File: config.mk
export PLATFORM = sky130hd
export DESIGN_NAME = mano_core
export DESIGN_NICKNAME = d
export VERILOG_FILES = /design/src/rtl/mano_pkg.sv /design/src/rtl/mano_alu.sv /design/src/rtl/mano_core.sv
export SDC_FILE = /design/constraint.sdc
export NUM_CORES = 1
export LEC_CHECK = 0
export CAP_MARGIN = 30
export CELL_PAD_IN_SITES_DETAIL_PLACEMENT = 0
export CELL_PAD_IN_SITES_GLOBAL_PLACEMENT = 1
export CORE_MARGIN = 2
export CORE_UTILIZATION = 46
export CTS_BUF_LIST = sky130_fd_sc_hd__clkbuf_16
export CTS_CLUSTER_SIZE = 30
export DETAILED_ROUTE_END_ITERATION = 10
export PLACE_DENSITY_LB_ADDON = 0.05
export SLEW_MARGIN = 5
export SYNTH_ARGS = -nofsm -noshare
export SYNTH_HDL_FRONTEND = slang
export SYNTH_SLANG_ARGS = --single-unit
export TNS_END_PERCENT = 100
File: constraint.sdc
create_clock -name CLK -period 5.2 [get_ports CLK]
set_input_delay 1.04 -clock CLK [delete_from_list [all_inputs] [get_ports CLK]]
set_output_delay 1.04 -clock CLK [all_outputs]
set_load 0.02 [all_outputs]
File: src/rtl/mano_pkg.sv
// Shared opcode, state and instruction-bit definitions for the Mano basic-computer core.
package mano_pkg;

    localparam logic [2:0] OP_AND = 3'd0;
    localparam logic [2:0] OP_ADD = 3'd1;
    localparam logic [2:0] OP_LDA = 3'd2;
    localparam logic [2:0] OP_STA = 3'd3;
    localparam logic [2:0] OP_BUN = 3'd4;
    localparam logic [2:0] OP_BSA = 3'd5;
    localparam logic [2:0] OP_ISZ = 3'd6;
    localparam logic [2:0] OP_REG = 3'd7;

    localparam int RB_CLA = 11;
    localparam int RB_CLE = 10;
    localparam int RB_CMA = 9;
    localparam int RB_CME = 8;
    localparam int RB_CIR = 7;
    localparam int RB_CIL = 6;
    localparam int RB_INC = 5;
    localparam int RB_SPA = 4;
    localparam int RB_SNA = 3;
    localparam int RB_SZA = 2;
    localparam int RB_SZE = 1;
    localparam int RB_HLT = 0;

    localparam int IB_INP = 11;
    localparam int IB_OUT = 10;
    localparam int IB_SKI = 9;
    localparam int IB_SKO = 8;
    localparam int IB_ION = 7;
    localparam int IB_IOF = 6;

    typedef enum logic [3:0] {
        S_INTCHK, S_FETCH0, S_FETCH1, S_DECODE, S_INDIR, S_RD, S_OP, S_WR,
        S_BUN, S_BSA1, S_ISZ_INC, S_REG, S_INT0, S_INT1, S_INT2, S_HALT
    } state_e;

    typedef enum logic [3:0] {
        ALU_NOP, ALU_AND, ALU_ADD, ALU_LDA, ALU_CLA, ALU_CLE, ALU_CMA,
        ALU_CME, ALU_CIR, ALU_CIL, ALU_INC, ALU_INP
    } alu_op_e;

    // First execute state for an opcode once the effective address is in AR.
    function automatic state_e exec_state(input logic [2:0] op);
        case (op)
            OP_AND, OP_ADD, OP_LDA, OP_ISZ: return S_RD;
            OP_STA, OP_BSA:                 return S_WR;
            OP_BUN:                         return S_BUN;
            default:                        return S_REG;
        endcase
    endfunction

endpackage

File: src/rtl/mano_alu.sv
// Combinational AC/E datapath: logic, add with carry, complements, rotates through E, INP load.
module mano_alu
    import mano_pkg::*;
#(
    parameter int DATA_W = 16,
    parameter int IO_W   = 8
) (
    input  alu_op_e           sel,
    input  logic [DATA_W-1:0] ac,
    input  logic              e,
    input  logic [DATA_W-1:0] dr,
    input  logic [IO_W-1:0]   inpr,
    output logic [DATA_W-1:0] ac_nxt,
    output logic              e_nxt
);

    logic [DATA_W:0] sum;

    assign sum = {1'b0, ac} + {1'b0, dr};

    always_comb begin
        ac_nxt = ac;
        e_nxt  = e;
        case (sel)
            ALU_AND: ac_nxt = ac & dr;
            ALU_ADD: {e_nxt, ac_nxt} = sum;
            ALU_LDA: ac_nxt = dr;
            ALU_CLA: ac_nxt = '0;
            ALU_CLE: e_nxt = 1'b0;
            ALU_CMA: ac_nxt = ~ac;
            ALU_CME: e_nxt = ~e;
            ALU_CIR: begin
                ac_nxt = {e, ac[DATA_W-1:1]};
                e_nxt  = ac[0];
            end
            ALU_CIL: begin
                ac_nxt = {ac[DATA_W-2:0], e};
                e_nxt  = ac[DATA_W-1];
            end
            ALU_INC: ac_nxt = ac + DATA_W'(1);
            ALU_INP: ac_nxt[IO_W-1:0] = inpr;
            default: ;
        endcase
    end

endmodule

File: src/rtl/mano_core.sv
// Multi-cycle Mano basic-computer core with stallable memory handshake, one I/O pair and interrupt.
// state    | meaning
// INTCHK   | take interrupt or start fetch        FETCH0/1 | AR<=PC, read IR, PC++
// DECODE   | AR<=addr, pick INDIR or execute      INDIR    | AR<=pointer from memory
// RD/OP    | DR<=M[AR], then AC/E update          WR       | store AC, PC or DR
// BUN/BSA1 | branch, BSA return-address step     ISZ_INC  | DR++
// REG      | register-reference or I/O op         INT0-2   | save PC to M[0], jump to 1
// HALT     | parked until reset
module mano_core
    import mano_pkg::*;
#(
    parameter int DATA_W = 16,
    parameter int ADDR_W = 12,
    parameter int IO_W   = 8
) (
    input  logic              CLK,
    input  logic              RST_N,
    output logic              mem_req,
    output logic              mem_we,
    output logic [ADDR_W-1:0] mem_addr,
    output logic [DATA_W-1:0] mem_wdata,
    input  logic [DATA_W-1:0] mem_rdata,
    input  logic              mem_ready,
    input  logic [IO_W-1:0]   in_data,
    input  logic              in_valid,
    output logic              in_ready,
    output logic [IO_W-1:0]   out_data,
    output logic              out_valid,
    input  logic              out_ack,
    output logic [ADDR_W-1:0] pc,
    output logic [DATA_W-1:0] ac,
    output logic              e,
    output logic              ien,
    output logic              halted
);

    state_e            state;
    logic [ADDR_W-1:0] ar, tr;
    logic [DATA_W-1:0] ir, dr;
    logic [IO_W-1:0]   inpr, outr;
    logic              fgi, fgo;

    logic              i_bit;
    logic [2:0]        opc;
    alu_op_e           alu_sel;
    logic [DATA_W-1:0] alu_ac;
    logic              alu_e;
    logic              skip, set_halt, io_inp, io_out, ien_set, ien_clr;

    assign i_bit     = ir[DATA_W-1];
    assign opc       = ir[DATA_W-2 -: 3];
    assign mem_req   = (state == S_FETCH1) || (state == S_INDIR) || (state == S_RD) ||
                       (state == S_WR) || (state == S_INT1);
    assign mem_we    = (state == S_WR) || (state == S_INT1);
    assign mem_addr  = ar;
    assign in_ready  = ~fgi;
    assign out_valid = ~fgo;
    assign out_data  = outr;

    always_comb begin
        mem_wdata = ac;
        if (state == S_INT1)     mem_wdata = DATA_W'(tr);
        else if (opc == OP_BSA)  mem_wdata = DATA_W'(pc);
        else if (opc == OP_ISZ)  mem_wdata = dr;
    end

    // Only the highest set bit of a register-reference or I/O word takes effect.
    always_comb begin
        alu_sel  = ALU_NOP;
        skip     = 1'b0;
        set_halt = 1'b0;
        io_inp   = 1'b0;
        io_out   = 1'b0;
        ien_set  = 1'b0;
        ien_clr  = 1'b0;
        if (state == S_OP) begin
            case (opc)
                OP_AND:  alu_sel = ALU_AND;
                OP_ADD:  alu_sel = ALU_ADD;
                OP_LDA:  alu_sel = ALU_LDA;
                default: ;
            endcase
        end else if (state == S_REG && !i_bit) begin
            if      (ir[RB_CLA]) alu_sel = ALU_CLA;
            else if (ir[RB_CLE]) alu_sel = ALU_CLE;
            else if (ir[RB_CMA]) alu_sel = ALU_CMA;
            else if (ir[RB_CME]) alu_sel = ALU_CME;
            else if (ir[RB_CIR]) alu_sel = ALU_CIR;
            else if (ir[RB_CIL]) alu_sel = ALU_CIL;
            else if (ir[RB_INC]) alu_sel = ALU_INC;
            else if (ir[RB_SPA]) skip = ~ac[DATA_W-1];
            else if (ir[RB_SNA]) skip = ac[DATA_W-1];
            else if (ir[RB_SZA]) skip = (ac == '0);
            else if (ir[RB_SZE]) skip = ~e;
            else if (ir[RB_HLT]) set_halt = 1'b1;
        end else if (state == S_REG) begin
            if (ir[IB_INP]) begin
                alu_sel = ALU_INP;
                io_inp  = 1'b1;
            end
            else if (ir[IB_OUT]) io_out  = 1'b1;
            else if (ir[IB_SKI]) skip    = fgi;
            else if (ir[IB_SKO]) skip    = fgo;
            else if (ir[IB_ION]) ien_set = 1'b1;
            else if (ir[IB_IOF]) ien_clr = 1'b1;
        end
    end

    mano_alu #(.DATA_W(DATA_W), .IO_W(IO_W)) u_alu (
        .sel    (alu_sel),
        .ac     (ac),
        .e      (e),
        .dr     (dr),
        .inpr   (inpr),
        .ac_nxt (alu_ac),
        .e_nxt  (alu_e)
    );

    always_ff @(posedge CLK or negedge RST_N) begin
        if (!RST_N) begin
            state  <= S_INTCHK;
            pc     <= '0;
            ar     <= '0;
            ir     <= '0;
            dr     <= '0;
            ac     <= '0;
            tr     <= '0;
            inpr   <= '0;
            outr   <= '0;
            e      <= 1'b0;
            ien    <= 1'b0;
            fgi    <= 1'b0;
            fgo    <= 1'b1;
            halted <= 1'b0;
        end else begin
            if (in_valid && !fgi) begin
                inpr <= in_data;
                fgi  <= 1'b1;
            end
            if (out_ack && !fgo) fgo <= 1'b1;
            case (state)
                S_INTCHK: state <= (ien && (fgi || fgo)) ? S_INT0 : S_FETCH0;
                S_FETCH0: begin
                    ar    <= pc;
                    state <= S_FETCH1;
                end
                S_FETCH1: if (mem_ready) begin
                    ir    <= mem_rdata;
                    pc    <= pc + ADDR_W'(1);
                    state <= S_DECODE;
                end
                S_DECODE: begin
                    ar    <= ir[ADDR_W-1:0];
                    state <= (i_bit && opc != OP_REG) ? S_INDIR : exec_state(opc);
                end
                S_INDIR: if (mem_ready) begin
                    ar    <= mem_rdata[ADDR_W-1:0];
                    state <= exec_state(opc);
                end
                S_RD: if (mem_ready) begin
                    dr    <= mem_rdata;
                    state <= (opc == OP_ISZ) ? S_ISZ_INC : S_OP;
                end
                S_OP: begin
                    ac    <= alu_ac;
                    e     <= alu_e;
                    state <= S_INTCHK;
                end
                S_ISZ_INC: begin
                    dr    <= dr + DATA_W'(1);
                    state <= S_WR;
                end
                S_WR: if (mem_ready) begin
                    if (opc == OP_ISZ && dr == '0) pc <= pc + ADDR_W'(1);
                    state <= (opc == OP_BSA) ? S_BSA1 : S_INTCHK;
                end
                S_BUN: begin
                    pc    <= ar;
                    state <= S_INTCHK;
                end
                S_BSA1: begin
                    ar    <= ar + ADDR_W'(1);
                    pc    <= ar + ADDR_W'(1);
                    state <= S_INTCHK;
                end
                S_REG: begin
                    ac <= alu_ac;
                    e  <= alu_e;
                    if (skip)    pc  <= pc + ADDR_W'(1);
                    if (io_inp)  fgi <= 1'b0;
                    if (io_out) begin
                        outr <= ac[IO_W-1:0];
                        fgo  <= 1'b0;
                    end
                    if (ien_set) ien <= 1'b1;
                    if (ien_clr) ien <= 1'b0;
                    if (set_halt) halted <= 1'b1;
                    state <= set_halt ? S_HALT : S_INTCHK;
                end
                S_INT0: begin
                    ar    <= '0;
                    tr    <= pc;
                    state <= S_INT1;
                end
                S_INT1: if (mem_ready) begin
                    pc    <= '0;
                    state <= S_INT2;
                end
                S_INT2: begin
                    pc    <= ADDR_W'(1);
                    ien   <= 1'b0;
                    state <= S_INTCHK;
                end
                S_HALT: state <= S_HALT;
                default: state <= S_INTCHK;
            endcase
        end
    end

endmodule
# Word-level counts from Yosys, hierarchy flattened
# Index checks and enable logic that the tools add are counted.
[totals] reg_bits=109 input_bits=29 output_inout_bits=71 wordCells=215
[classes] n_addsub=5 eq_ne=41 n_mux=107 n_bitwise=6 reduce_logical=41
[ops] operator="2-to-1 mux 4 bit" n=21
[ops] operator="one-hot mux 12 bit (7 select lines)" n=1
[ops] operator="2-to-1 mux 12 bit" n=6
[ops] operator="one-hot mux 8 bit (9 select lines)" n=1
[ops] operator="2-to-1 mux 1 bit" n=66
[ops] operator="2-to-1 mux 16 bit" n=4
[ops] operator="one-hot mux 8 bit (8 select lines)" n=1
[ops] operator="one-hot mux 12 bit (5 select lines)" n=1
[ops] operator="one-hot mux 4 bit (13 select lines)" n=1
[ops] operator="== test 4 bit (second input constant)" n=12
[ops] operator="adder 16 x 1 -> 16 bit (second input constant)" n=2
[ops] operator="== test 4 x 3 -> 1 bit (second input constant)" n=8
[ops] operator="logical NOT 16 bit" n=2
[ops] operator="one-hot mux 16 bit (2 select lines)" n=1
[ops] operator="adder 12 x 1 -> 12 bit (second input constant)" n=2
[ops] operator="AND reduction 2 bit" n=9
[ops] operator="adder 16 x 16 -> 17 bit" n=1
[ops] operator="bitwise AND 16 bit" n=1
[ops] operator="== test 4 x 2 -> 1 bit (second input constant)" n=4
[ops] operator="inverter 16 bit" n=1
[ops] operator="!= test 2 bit (second input constant)" n=6
[ops] operator="one-hot mux 4 bit (3 select lines)" n=1
[ops] operator="nonzero test 5 bit" n=2
[ops] operator="== test 3 bit (second input constant)" n=3
[ops] operator="22 further kinds" n=43

# Longest topological paths before layout
[logic_depth] depth_word=16 mapped_depth=11

# By module
# From an unflattened synthesis, not the netlist that was laid out.
[hier_totals] hier_cells=1072 area_unflattened_um2=8720.9
[modules_own_cells] module="mano_core" n_inst=1 cells_per_inst=724 area_per_inst_um2=6510.0
[modules_own_cells] module="mano_alu" n_inst=1 cells_per_inst=348 area_per_inst_um2=2210.9

# Worst setup path after synthesis
# Ideal clock, no wire load.
[synth_path] path_kind="register -> output" start="register ir[12]" end="output mem_wdata[11]" t_arrival_ns=2.089 required_ns=4.160 path_slack_ns=2.071 stages_incl_launch_ff=9 n_path_buf=3 cell_sequence="dfrtp_1 > clkbuf_1 > or2_2 > clkbuf_1 > clkbuf_1 > nand2_1 > a21oi_1 > a21oi_1 > o21ai_0"
[synth_between] elab_chain_cells=4 word_cells_on_any_way=5
[synth_rtl] item="start, declared" line="mano_core.sv:39" source="logic [DATA_W-1:0] ir, dr;"
[synth_rtl] item="start signal, assigned" line="mano_core.sv:148" source="ir <= mem_rdata;"
[synth_rtl] item="== test 3 bit" line="mano_core.sv:64" source="else if (opc == OP_ISZ) mem_wdata = dr;"
[synth_rtl] item="2-to-1 mux 16 bit" line="mano_core.sv:64"
[synth_rtl] item="2-to-1 mux 16 bit (*)" line="mano_core.sv:63" source="else if (opc == OP_BSA) mem_wdata = DATA_W'(pc);"
[synth_rtl] item="2-to-1 mux 16 bit (*)" line="mano_core.sv:62" source="if (state == S_INT1) mem_wdata = DATA_W'(tr);"
[synth_rtl] item="end, declared" line="mano_core.sv:21" source="output logic [DATA_W-1:0] mem_wdata,"
# Every way passes the cells marked *; elsewhere a longest branch is shown, timed or not.

# Final worst setup path
[layout_path] start="register state[3]" end="output mem_wdata[1]"
[layout_between] elab_chain_cells=2
[layout_rtl] item="start, declared" line="mano_core.sv:37" source="state_e state;"
[layout_rtl] item="start signal, assigned" line="mano_core.sv:142" source="S_INTCHK: state <= (ien && (fgi || fgo)) ? S_INT0 : S_FETCH0;"
[layout_rtl] item="start signal, assigned" line="mano_core.sv:154" source="state <= (i_bit && opc != OP_REG) ? S_INDIR : exec_state(opc);"
[layout_rtl] item="start signal, assigned" line="mano_core.sv:158" source="state <= exec_state(opc);"
[layout_rtl] item="== test 4 bit" line="mano_core.sv:62"
[layout_rtl] item="2-to-1 mux 16 bit" line="mano_core.sv:62"
# No other way between the ends.

==> flow_summary.toml <==
[run_status]
status = "finished clean"

[power]
cell_internal_pwr_w = 0.002927
power_frac_clock_pct = 12.1
p_per_area_mw_per_mm2 = 606.3
p_switching_w = 0.002981
switching_share_pct = 50.46
seqPwrFrac_pct = 33.6
p_comb_share_pct = 54.2
ir_drop_mv = 0.3059
leakagePower_nw = 3.913

[global_routing]
grt_max_degree = 67
grt_usage_pct = 30.49
antenna_found_initial = 0
grt_util_met3_pct = 3.464
grt_use_met1_pct = 41.64
met2_usage_pct = 49.66
busiest_layer = "met2"
grt_pass1_vias = 7978
overflow = 0
grt_pass1_wl_mm = 46.59

[timing]
holdWs_ps = 484.2
max_clock_freq_ghz = 0.2562
fin_crit_sh_pct = 75.06
slew_viol_final = 0
fin_crit_ps = 3903
tightestPinTransition_ps = 1033
fin_skew_ps = 10.80
final.setup.tns_ps = 0
final-setup-viol-count = 0
slew_headroom_pct = 31.16
rsz0062_at_grt = "false"
finalHoldViolCount = 0

[layout]
diodes = 0
layout-drive-gt1-share_pct = 9.091
layout.nets = 1147
post-route-util_pct = 54.62
area_growth_pct = 17.31
stdcell_count = 1329
stdcell_area_mm2 = 0.009744

[placed_design]
place_area_mm2 = 0.009455
place.gp.congestion = 0.8875
dpl.hpwl_mm = 21.25
io_buffers = 99
dpl.cell_count = 1313

[critical_path]
reg2reg_slack_ps = 1650
crit_chain = "nand2_1 > nor2_1 > buf_4 > nand2_1 > o21ai_0 > clkdlybuf4s50_1"
rr_endpoint = "ac[8]$_DFFE_PN0P_"
cp_common_cell = "nand2_1"
cp-start-kind = "register"
r2r_start = "state[2]$_DFFE_PN0P_"
worstSetupStartpoint = "state[3]$_DFFE_PN0P_"
cp_max_fo = 24
end_kind = "output port"
r2r_cells = 8
crit_required_ps = 4160
endpoint = "mem_wdata[1]"
cp.arrival_ps = 2860
crit_type = "register to output port"
crit_slowest_cell = "dfrtp_1"
critPathMaxStageDelay_ps = 830

[logic_synthesis]
synthArstFlopShare_pct = 100.0
synth_top_area_cell = "dfrtp_1"
ys_ff_latch = 109
synth_edf_count = 0
synth_common_cells = "136 x nand2_1, 108 x dfrtp_1, 103 x a21oi_1"
synth.avg_cell_area_um2 = 8.018
synth_most_common_cell = "nand2_1"
ys_top_cells_by_area = "dfrtp_1 33%, a21oi_1 6.2%, nand2_1 6.1%"
synth_top_area_share_pct = 32.54
ys_types = 81
ys.flop_type = "dfrtp_1"
syn_area_mm2 = 0.008307
synthesis.instances = 1036
synth_warnings = 0
seq_area_frac_synth_pct = 32.85
synth_nets = 1088

[detailed_routing]
initialDrtViolationCount = 857
drt_pass1_iterations = 7
avgRoutedWirePerCell_um = 22.24
post-route-drc-count = 0
via_count = 8497
vias_per_cell = 6.394
finalWirelength_mm = 29.56
ant_nets = 0

[die]
die_height_um = 138.4
io_pins = 100
die_x_um = 138.4
rows = 49
core_area_mm2 = 0.01784
start_util_pct = 46.56
fp.dieArea_mm2 = 0.01915

[clock_network]
cts_buffers = 9
clkTransAtPathRegs_ps = 80
clock-sinks = 109
post_cts_resized = 0
htree_levels = 3
clockBufferDepth = 2
cts_tree = "built"
cts-root-buf = "clkbuf_16"
ctsHoldBuffers = 0
clkLatencyLatePin_ps = 370
cts_setup_buffers = 0

[worst_hold_path]
worstHoldStart = "halted$_DFFE_PN0P_"
min_path_type = "register to register"

[run]
max-cap-violations = 0
stage by stage:
stage	total power (W)	worst slack [ps]
floorplan	0.003835	2071
global route	0.006304	1129
CTS	0.005876	1317
finish	0.005908	1297
detailed placement	0.005139	1589
global placement	0.005124	1526
cells in the final DEF (no fill, tap or decap), types with 10 or more instances in the layout:
master,netlist,layout
nand2_1,136,136
dfrtp_1,108,108
a21oi_1,103,103
clkdlybuf4s50_1,0,98
nor2_1,86,86
o21ai_0,61,61
mux2_2,44,44
nand3_1,34,34
inv_1,28,29
o21ai_1,27,27
nor3_1,25,24
and3_1,22,22
ha_1,22,22
buf_4,2,17
a31oi_1,16,16
a221oi_1,13,13
xor2_1,13,13
nand2b_1,12,12
nor4_1,12,12
o22ai_1,11,11
nor2b_1,11,11
xnor2_1,11,11
a222oi_1,11,11
a221o_1,10,10
a22oi_1,10,10
routing by layer:
metal	vias up	routed length [um]	part of all wire, %
met5	-	0	0
met4	0	984	3.3
met3	62	1645	5.6
met2	341	14090	48
met1	4131	12850	43
li1	3963	-	-
power by group through the flow:
stage               sequential, W  clock (W)  combinational, W
global placement          0.00197          0           0.00315
global route              0.00203   0.000764           0.00351
CTS                       0.00196   0.000728           0.00319
detailed placement        0.00197          0           0.00317
finish                    0.00199   0.000718           0.00320
floorplan                 0.00174          0           0.00210
final cells by class:
type | instances | area [um2]
clock buffers | 9 | 225.2
clock inverters | 7 | 63.81
fillers | 1755 | 8097
inverters | 29 | 108.9
multi-input cells | 828 | 5191
flip-flops and latches | 109 | 2729
well taps | 229 | 286.5
repair buffers | 118 | 1140
worst min-delay path by stage:
stage | endpoint | slack [ps] | cells after the start
floorplan | inpr[0]$_DFFE_PN0P_ | 480 | 1
global placement | halted$_DFFE_PN0P_ | 450 | 1
detailed placement | halted$_DFFE_PN0P_ | 460 | 1
CTS | halted$_DFFE_PN0P_ | 480 | 1
global route | halted$_DFFE_PN0P_ | 510 | 1
finish | halted$_DFFE_PN0P_ | 480 | 1
state kept, by name, summed over array words and instances, names as in the netlist:
name and count:
ien 1, halted 1, mem_addr 12, pc 12, state 4, ir 16
fgo 1, ac 16, dr 16, out_data 8, inpr 8, tr 12
fgi 1, e 1
worst max-delay path: cells and delay by family, from the launching register on:
| family | cells | cell delay, ps |
|---|---|---|
| buffers and inverters | 2 | 940 |
| and+or+nand+nor | 3 | 600 |
| AOI/OAI and AO/OA | 1 | 120 |
| DFF | 1 | 830 |
kinds of logic after synthesis:
group                    after synthesis  share of synthesized area, %
AND/OR/NAND/NOR                      395                         23.59
AO/OA/AOI/OAI                        334                         25.61
flip-flops                           109                         32.85
buffers and inverters                 99                         4.940
multiplexers                          52                         6.929
XOR/XNOR                              24                         2.530
adder cells (fa/ha/maj)               23                         3.555
Power figures use the tool's default switching activity.
